### config.mk
export PLATFORM = sky130hd
export DESIGN_NAME = logic_accum
export DESIGN_NICKNAME = d
export VERILOG_FILES = /design/src/rtl/logic_accum.sv
export SDC_FILE = /design/constraint.sdc
export NUM_CORES = 1
export LEC_CHECK = 0
export ABC_AREA = 1
export CORE_ASPECT_RATIO = 0.9
export CORE_MARGIN = 3
export CORE_UTILIZATION = 54
export CTS_CLUSTER_SIZE = 8
export DETAILED_ROUTE_END_ITERATION = 8
export PLACE_DENSITY = 0.87
export SYNTH_ARGS = -nofsm -noshare
export SYNTH_HDL_FRONTEND = slang
export SYNTH_SLANG_ARGS = --single-unit
### constraint.sdc
create_clock -name clk -period 2.67 [get_ports clk]
set_input_delay 0.534 -clock clk [delete_from_list [all_inputs] [get_ports clk]]
set_output_delay 0.534 -clock clk [all_outputs]
set_load 0.03 [all_outputs]
### src/rtl/logic_accum.sv
// Bitwise logic unit with an optional accumulator feedback path, a valid/ready
// output register and an accepted-beat counter. Define LOGIC_ACCUM_REDUCE_EN to add out_any/out_all.
module logic_accum #(
   parameter int WIDTH = 16,
   parameter int CNT_W = 8
) (
   input  logic             clk,
   input  logic             reset,
   input  logic             in_valid,
   output logic             in_ready,
   input  logic [WIDTH-1:0] a,
   input  logic [WIDTH-1:0] b,
   input  logic [2:0]       op,
   input  logic             accum,
   input  logic             clear,
   output logic             out_valid,
   input  logic             out_ready,
   output logic [WIDTH-1:0] out,
   output logic [CNT_W-1:0] beat_cnt
`ifdef LOGIC_ACCUM_REDUCE_EN
   ,
   output logic             out_any,
   output logic             out_all
`endif
);

   logic [WIDTH-1:0] acc_q, acc_d;
   logic [WIDTH-1:0] out_q, out_d;
   logic             out_valid_q, out_valid_d;
   logic [CNT_W-1:0] cnt_q, cnt_d;
   logic [WIDTH-1:0] eff_b;
   logic [WIDTH-1:0] result;
   logic             accept;

   function automatic logic bit_op(input logic [2:0] sel, input logic x, input logic y);
      logic r;
      r = 1'b0;
      case (sel)
         3'b000:  r = x & y;
         3'b001:  r = x | y;
         3'b010:  r = x ^ y;
         3'b011:  r = ~(x & y);
         3'b100:  r = ~(x | y);
         3'b101:  r = ~(x ^ y);
         3'b110:  r = x;
         default: r = ~x;
      endcase
      return r;
   endfunction

   assign in_ready = !out_valid_q || out_ready;
   assign accept   = in_valid && in_ready;

   // A clear arriving with an accumulate beat starts the new chain from zero.
   always_comb begin
      eff_b = b;
      if (accum) begin
         eff_b = clear ? '0 : acc_q;
      end
   end

   genvar gi;
   generate
      for (gi = 0; gi < WIDTH; gi++) begin : g_bit
         assign result[gi] = bit_op(op, a[gi], eff_b[gi]);
      end
   endgenerate

   always_comb begin
      acc_d       = acc_q;
      out_d       = out_q;
      out_valid_d = out_valid_q;
      cnt_d       = cnt_q;
      if (accept) begin
         acc_d       = result;
         out_d       = result;
         out_valid_d = 1'b1;
         cnt_d       = clear ? CNT_W'(1) : cnt_q + CNT_W'(1);
      end else begin
         if (out_ready) begin
            out_valid_d = 1'b0;
         end
         if (clear) begin
            acc_d = '0;
            cnt_d = '0;
         end
      end
   end

   always_ff @(posedge clk) begin
      if (reset) begin
         acc_q       <= '0;
         out_q       <= '0;
         out_valid_q <= 1'b0;
         cnt_q       <= '0;
      end else begin
         acc_q       <= acc_d;
         out_q       <= out_d;
         out_valid_q <= out_valid_d;
         cnt_q       <= cnt_d;
      end
   end

   assign out       = out_q;
   assign out_valid = out_valid_q;
   assign beat_cnt  = cnt_q;

`ifdef LOGIC_ACCUM_REDUCE_EN
   logic any_q, any_d;
   logic all_q, all_d;

   // Reductions are taken from the incoming result so they line up with out.
   always_comb begin
      any_d = any_q;
      all_d = all_q;
      if (accept) begin
         any_d = |result;
         all_d = &result;
      end
   end

   always_ff @(posedge clk) begin
      if (reset) begin
         any_q <= 1'b0;
         all_q <= 1'b0;
      end else begin
         any_q <= any_d;
         all_q <= all_d;
      end
   end

   assign out_any = any_q;
   assign out_all = all_q;
`endif

endmodule

==> run_results.csv, run 1 <==
group,metric,value,unit
outcome,status,"finished, final reports clean",
power_and_ir_drop,powerDensity,394.7,nW/µm²
setup_path,crit_end,"out[0]",
run,cap_violations,0,
timing,tightest_slew,1157,ps
timing,post-route-period-util,91.46,%
logic_synthesis,synth_adder_area_share,11.36,%
layout,fin_area,4507,µm²
grt,grtUsageTotal,26.59,%
logic_synthesis,post_synth_mux_area_share,0,%
logic_synthesis,netlist.area_leader.share,22.59,%
setup_path,path_max_fanout,13,
logic_synthesis,synth_top_family_by_area,"simple AND/OR/NAND/NOR gates",
setup_path,critPathLaunchType,"input port",
logic_synthesis,synth_nets,677,
layout,fin_cells,748,
layout,insertedDiodeCount,0,
timing,max_freq,409.5,MHz
cts,clockRootBuffer,"clkbuf_8",
cts,cts.path.max_buffers,2,
grt,grt_first_pass_wirelength,17010,µm
worst_hold_path,hp-class,"register to register",
routing,routed_via_density,5.344,
place,port-buffer-count,66,
routing,drtIter0Drc,214,
layout,fin_nets,734,
cts,tritoncts,"done",
logic_synthesis,syn_area_per_cell,6.026,µm²
timing,slew_headroom,22.75,%
logic_synthesis,synth_compound_area_share,15.63,%
floorplan,io_pins,67,
logic_synthesis,async_flop_share,0,%
setup_path,critPathKind,"input port to register",
setup_path,ff2ff_setup_slack,850,ps
logic_synthesis,netlist_area,3633,µm²
logic_synthesis,synth_seq_cells,41,
setup_path,critical_path.slowest_cell,"clkdlybuf4s50_1",
place,placed_area,4390,µm²
cts,post-cts-setup-buffer-count,0,
routing,drc,0,
setup_path,r2r_end,"out[0]",
timing,finClkSkew,6.311,ps
logic_synthesis,yosysSeqAreaShare,22.59,%
floorplan,dieArea,7750,µm²
floorplan,start_util,57.52,%
cts,clk_pin_slew,80,ps
setup_path,end_kind,"register",
layout,final_cell_mix,"nand2_1 (154), inv_1 (114), clkdlybuf4s50_1 (66)",
floorplan,row_count,27,
routing,num_vias,3997,
routing,postRouteAntennaNets,0,
logic_synthesis,netlist_instances,603,
place,place_inst,740,
power_and_ir_drop,irDropWorstVdd,294.5,µV
timing,drv_slew,0,
logic_synthesis,yosysTopAreaCell,"dfxtp_1",
cts,cts_buffers,5,
cts,cts_hold_buf,0,
cts,htreeDepth,2,
grt,grt_max_degree,42,
layout,area_growth,24.04,%
setup_path,worstPathArrival,2610,ps
logic_synthesis,synth_edf_count,0,
layout,layout_commonest_cell,"nand2_1",
logic_synthesis,synthSimpleGateAreaFrac,33.61,%
timing,setup_viol,0,
routing,drtPass1Iterations,5,
setup_path,startpoint,"clear",
routing,totalWireLength,10260,µm
cts,clock-sinks,41,
cts,cts_resized,0,
timing,rsz0062_at_grt,"false",
power_and_ir_drop,p_leak,2.243,nW
place,hpwl,7535,µm
layout,drive_gt1_share,5.598,%
grt,grt_pass1_vias,3857,
grt,grt_overflow,0,
logic_synthesis,synth_cell_types,23,
setup_path,r2r.worst_path.cells,12,
logic_synthesis,yosys_warnings,0,
logic_synthesis,synth_area_leaders,"dfxtp_1 (23%), nand2_1 (16%), inv_1 (12%), ha_1 (11%), nand3_1 (5.9%)",
floorplan,die_h,83.82,µm
timing,period_minus_slack,2442,ps
logic_synthesis,synthXorXnorAreaFrac,0,%
floorplan,die_w,92.47,µm
routing,wl_per_cell,13.71,µm
floorplan,coreArea,6317,µm²
setup_path,timing.rr.start,"acc_q[0]",
setup_path,path_common_cell,"nand2_1",
timing,hold_violations,0,
setup_path,crit_chain,"clkdlybuf4s50_1, inv_2, nand2_1, inv_1, nand2_1, o21ai_1, inv_1, ha_1, inv_1, nand2_1, nand2_1, nand2_1, o21bai_1, a21oi_1",
place,place.gp.congestion,0.9688,
logic_synthesis,ys.flop_type,"dfxtp_1",
cts,clock_latency,290,ps
setup_path,critPathRequiredTime,2840,ps
grt,antenna_found_initial,0,
setup_path,max_stage_delay,450,ps
synth_stat cells, types with 2 or more instances:
cell        n
dfxtp_1    41
nand2_1   154
nor2_4      2
inv_1     114
a21oi_1    41
nor3_1      4
clkbuf_1   15
o21ai_1    22
o21bai_1   15
buf_4       5
nand4_1    23
o21ai_0    28
ha_1       33
buf_1       3
nor2_2      2
nor2_1     21
nand2_2     2
nand3b_1   17
inv_2       5
nand3_1    43
buf_2      11
critical path, delay by kind of cell:
family                   cells  cell delay, ps
buffers and inverters        5             880
AO/OA/AOI/OAI                3             590
AND/OR/NAND/NOR              5             320
adder cells (fa/ha/maj)      1             300
state kept, by name (all words and copies together), names as in the netlist:
register / cells
out: 16
beat_cnt: 8
acc_q: 16
out_valid: 1
how the worst min path moves through the flow:
stage	start	end	slack, ps	cells past startpoint
after floorplan	acc_q[10]	acc_q[10]	520	4
after global placement	out[15]	out[15]	460	2
after detailed placement	out[6]	out[6]	460	2
after CTS	out[6]	out[6]	480	2
after global routing	out[6]	out[6]	490	2
final	out[6]	out[6]	470	2
logic make-up (layout without fill, tap and decap cells):
kind of cell	after synthesis	after routing
buffers and inverters	154	212
adders and majority gates	33	33
DFF	41	41
AOI/OAI and AO/OA	106	106
and+or+nand+nor	269	269
through the flow:
stage | total power, mW | hold slack [ps] | util, % | setup WS, ps | setup TNS, ps
5_1_grt | 1.876 | 490.2 | 71.34 | 51.87 | 0
6_report | 1.779 | 473.7 | 71.34 | 227.9 | 0
3_3_place_gp | 1.245 | 456.2 | 69.50 | 34.26 | 0
3_5_place_dp | 1.268 | 460.6 | 69.50 | -47.85 | -240.6
4_1_cts | 1.777 | 475.1 | 71.34 | 267.6 | 0
2_1_floorplan | 1.051 | 519.0 | - | 615.6 | 0
metal layers:
layer | track usage (%) | vias up | part of all wire (%)
met5 | 0 | - | 0
met1 | 32.49 | 1790 | 43
met3 | 4.599 | 36 | 6.2
met2 | 44.07 | 151 | 47
met4 | 14.44 | 0 | 4.2
li1 | - | 2020 | -
layout make-up:
type                       instances  area, µm²
clock buffer                       7      86.33
clock inverter                     1      30.03
fill                             531       1810
inverter                         120      450.4
multi-input combinational        408       2202
sequential                        41      820.8
tap                               87      108.9
timing repair buffer              84      808.3
power breakdown:
part	switching, mW	internal [mW]	leakage [nW]
Sequential	0.0206	0.654	0.336
Combinational	0.347	0.240	1.85
Clock	0.212	0.305	0.0585
Note: power is estimated with default switching activity, not from simulation.
==> run 2: changes to the inputs <==
Settings changed: CORE_MARGIN 3 to default, PLACE_DENSITY 0.87 to 0.82.
==> run_results.csv, run 2 (same netlist as run 1, synthesis figures left out) <==
group,metric,value,unit
cts,post-cts-setup-buffer-count,0,
routing,postRouteAntennaNets,0,
timing,fin_ws,225.2,ps
place,port-buffer-count,66,
timing,finalHoldWorstSlack,470.5,ps
worst_hold_path,hp-class,"register to register",
cts,clk_pin_slew,70,ps
floorplan,row_count,27,
timing,tightest_slew,1148,ps
layout,insertedDiodeCount,0,
timing,rsz0062_at_grt,"false",
place,dp_worst_setup_slack,-90.69,ps
grt,antenna_found_initial,0,
cts,tritoncts,"done",
floorplan,coreArea,6317,µm²
routing,wl_per_cell,13.33,µm
place,hpwl,7258,µm
setup_path,end_kind,"register",
grt,grt_max_degree,42,
floorplan,dieArea,7061,µm²
timing,slew_headroom,23.39,%
setup_path,critPathLaunchType,"input port",
routing,routed_via_density,5.318,
layout,fin_nets,735,
cts,clockRootBuffer,"clkbuf_8",
timing,period_minus_slack,2445,ps
cts,cts_hold_buf,0,
setup_path,worstPathArrival,2610,ps
layout,final_cell_mix,"nand2_1 (154), inv_1 (114), clkdlybuf4s50_1 (66)",
place,place.gp.congestion,0.9744,
layout,drive_gt1_share,5.749,%
cts,cts.path.max_buffers,2,
power_and_ir_drop,p_leak,2.249,nW
floorplan,start_util,57.52,%
layout,layout_commonest_cell,"nand2_1",
cts,htreeDepth,2,
cts,cts_resized,0,
routing,drc,0,
cts,clock-sinks,41,
routing,drtIter0Drc,220,
floorplan,die_w,88.47,µm
floorplan,die_h,79.82,µm
setup_path,critPathRequiredTime,2840,ps
timing,max_freq,409.0,MHz
cts,clock_latency,290,ps
routing,num_vias,3978,
setup_path,critPathKind,"input port to register",
timing,drv_slew,0,
timing,hold_violations,0,
grt,grt_pass1_vias,3698,
setup_path,path_max_fanout,12,
grt,grt_first_pass_wirelength,16440,µm
layout,area_growth,24.24,%
run,cap_violations,0,
timing,finClkSkew,1.780,ps
power_and_ir_drop,irDropWorstVdd,283.2,µV
timing,post-route-period-util,91.57,%
timing,setup_viol,0,
cts,cts_buffers,5,
grt,grt_overflow,0,
floorplan,io_pins,67,
outcome,status,"finished, final reports clean",
power_and_ir_drop,powerDensity,385.9,nW/µm²
routing,drtPass1Iterations,5,
routing,totalWireLength,9968,µm
grt,grtUsageTotal,29.44,%
run 2: cell count changes in the layout (fill, tap and decap cells not counted), sizes merged:
cell,change
buf,+1
clkbuf,-2
clkinv,+1
run 2: critical path: stages:
cell	delay (ps)
clkdlybuf4s50_1	430
inv_2	220
buf_12	160
nand2_1	40
inv_1	70
nand2_1	50
o21ai_0	130
inv_1	80
ha_1	290
inv_1	60
nand2_1	40
nand2_1	90
nand2_1	50
o21bai_1	260
a21oi_1	120
run 2: layer usage:
| layer | GRT usage [%] | vias up | share of wire (%) |
|---|---|---|---|
| li1 | - | 2021 | - |
| met1 | 37.19 | 1788 | 43 |
| met2 | 50.69 | 148 | 48 |
| met3 | 4.343 | 21 | 6.3 |
| met4 | 10.00 | 0 | 2.0 |
| met5 | 0 | - | 0 |
run 2: final timing paths:
check | end | startpoint | slack, ps | cells after the start
setup / recovery | acc_q[13] | clear | 230 | 15
hold reg to reg | out[3] | out[3] | 470 | 2
setup reg to reg | acc_q[0] | acc_q[0] | 910 | 12
hold / removal | out[3] | out[3] | 470 | 2
run 2: metrics by stage:
| stage | area (µm²) | total power, mW | cells | util, % | TNS, ps |
|---|---|---|---|---|---|
| 2_1_floorplan | 3633 | 1.051 | 603 | - | 0 |
| 3_3_place_gp | 4410 | 1.252 | 741 | 69.82 | -23.77 |
| 3_5_place_dp | 4410 | 1.270 | 741 | 69.82 | -259.4 |
| 4_1_cts | 4514 | 1.741 | 748 | 71.46 | 0 |
| 5_1_grt | 4514 | 1.839 | 748 | 71.46 | 0 |
| 6_report | 4514 | 1.742 | 748 | 71.46 | 0 |
run 2: layout make-up:
cell class | count | area, µm²
clock buffer | 5 | 68.82
clock inverter | 2 | 35.03
fill | 531 | 1803
inverter | 120 | 450.4
multi-input combinational | 408 | 2202
sequential | 41 | 820.8
tap | 87 | 108.9
timing repair buffer | 85 | 828.3
run 2: report_power, final:
part	total [mW]	switching, mW	internal, mW
logic	0.590	0.347	0.244
clock network	0.478	0.206	0.272
registers	0.674	0.0201	0.654
total	1.74	0.573	1.17
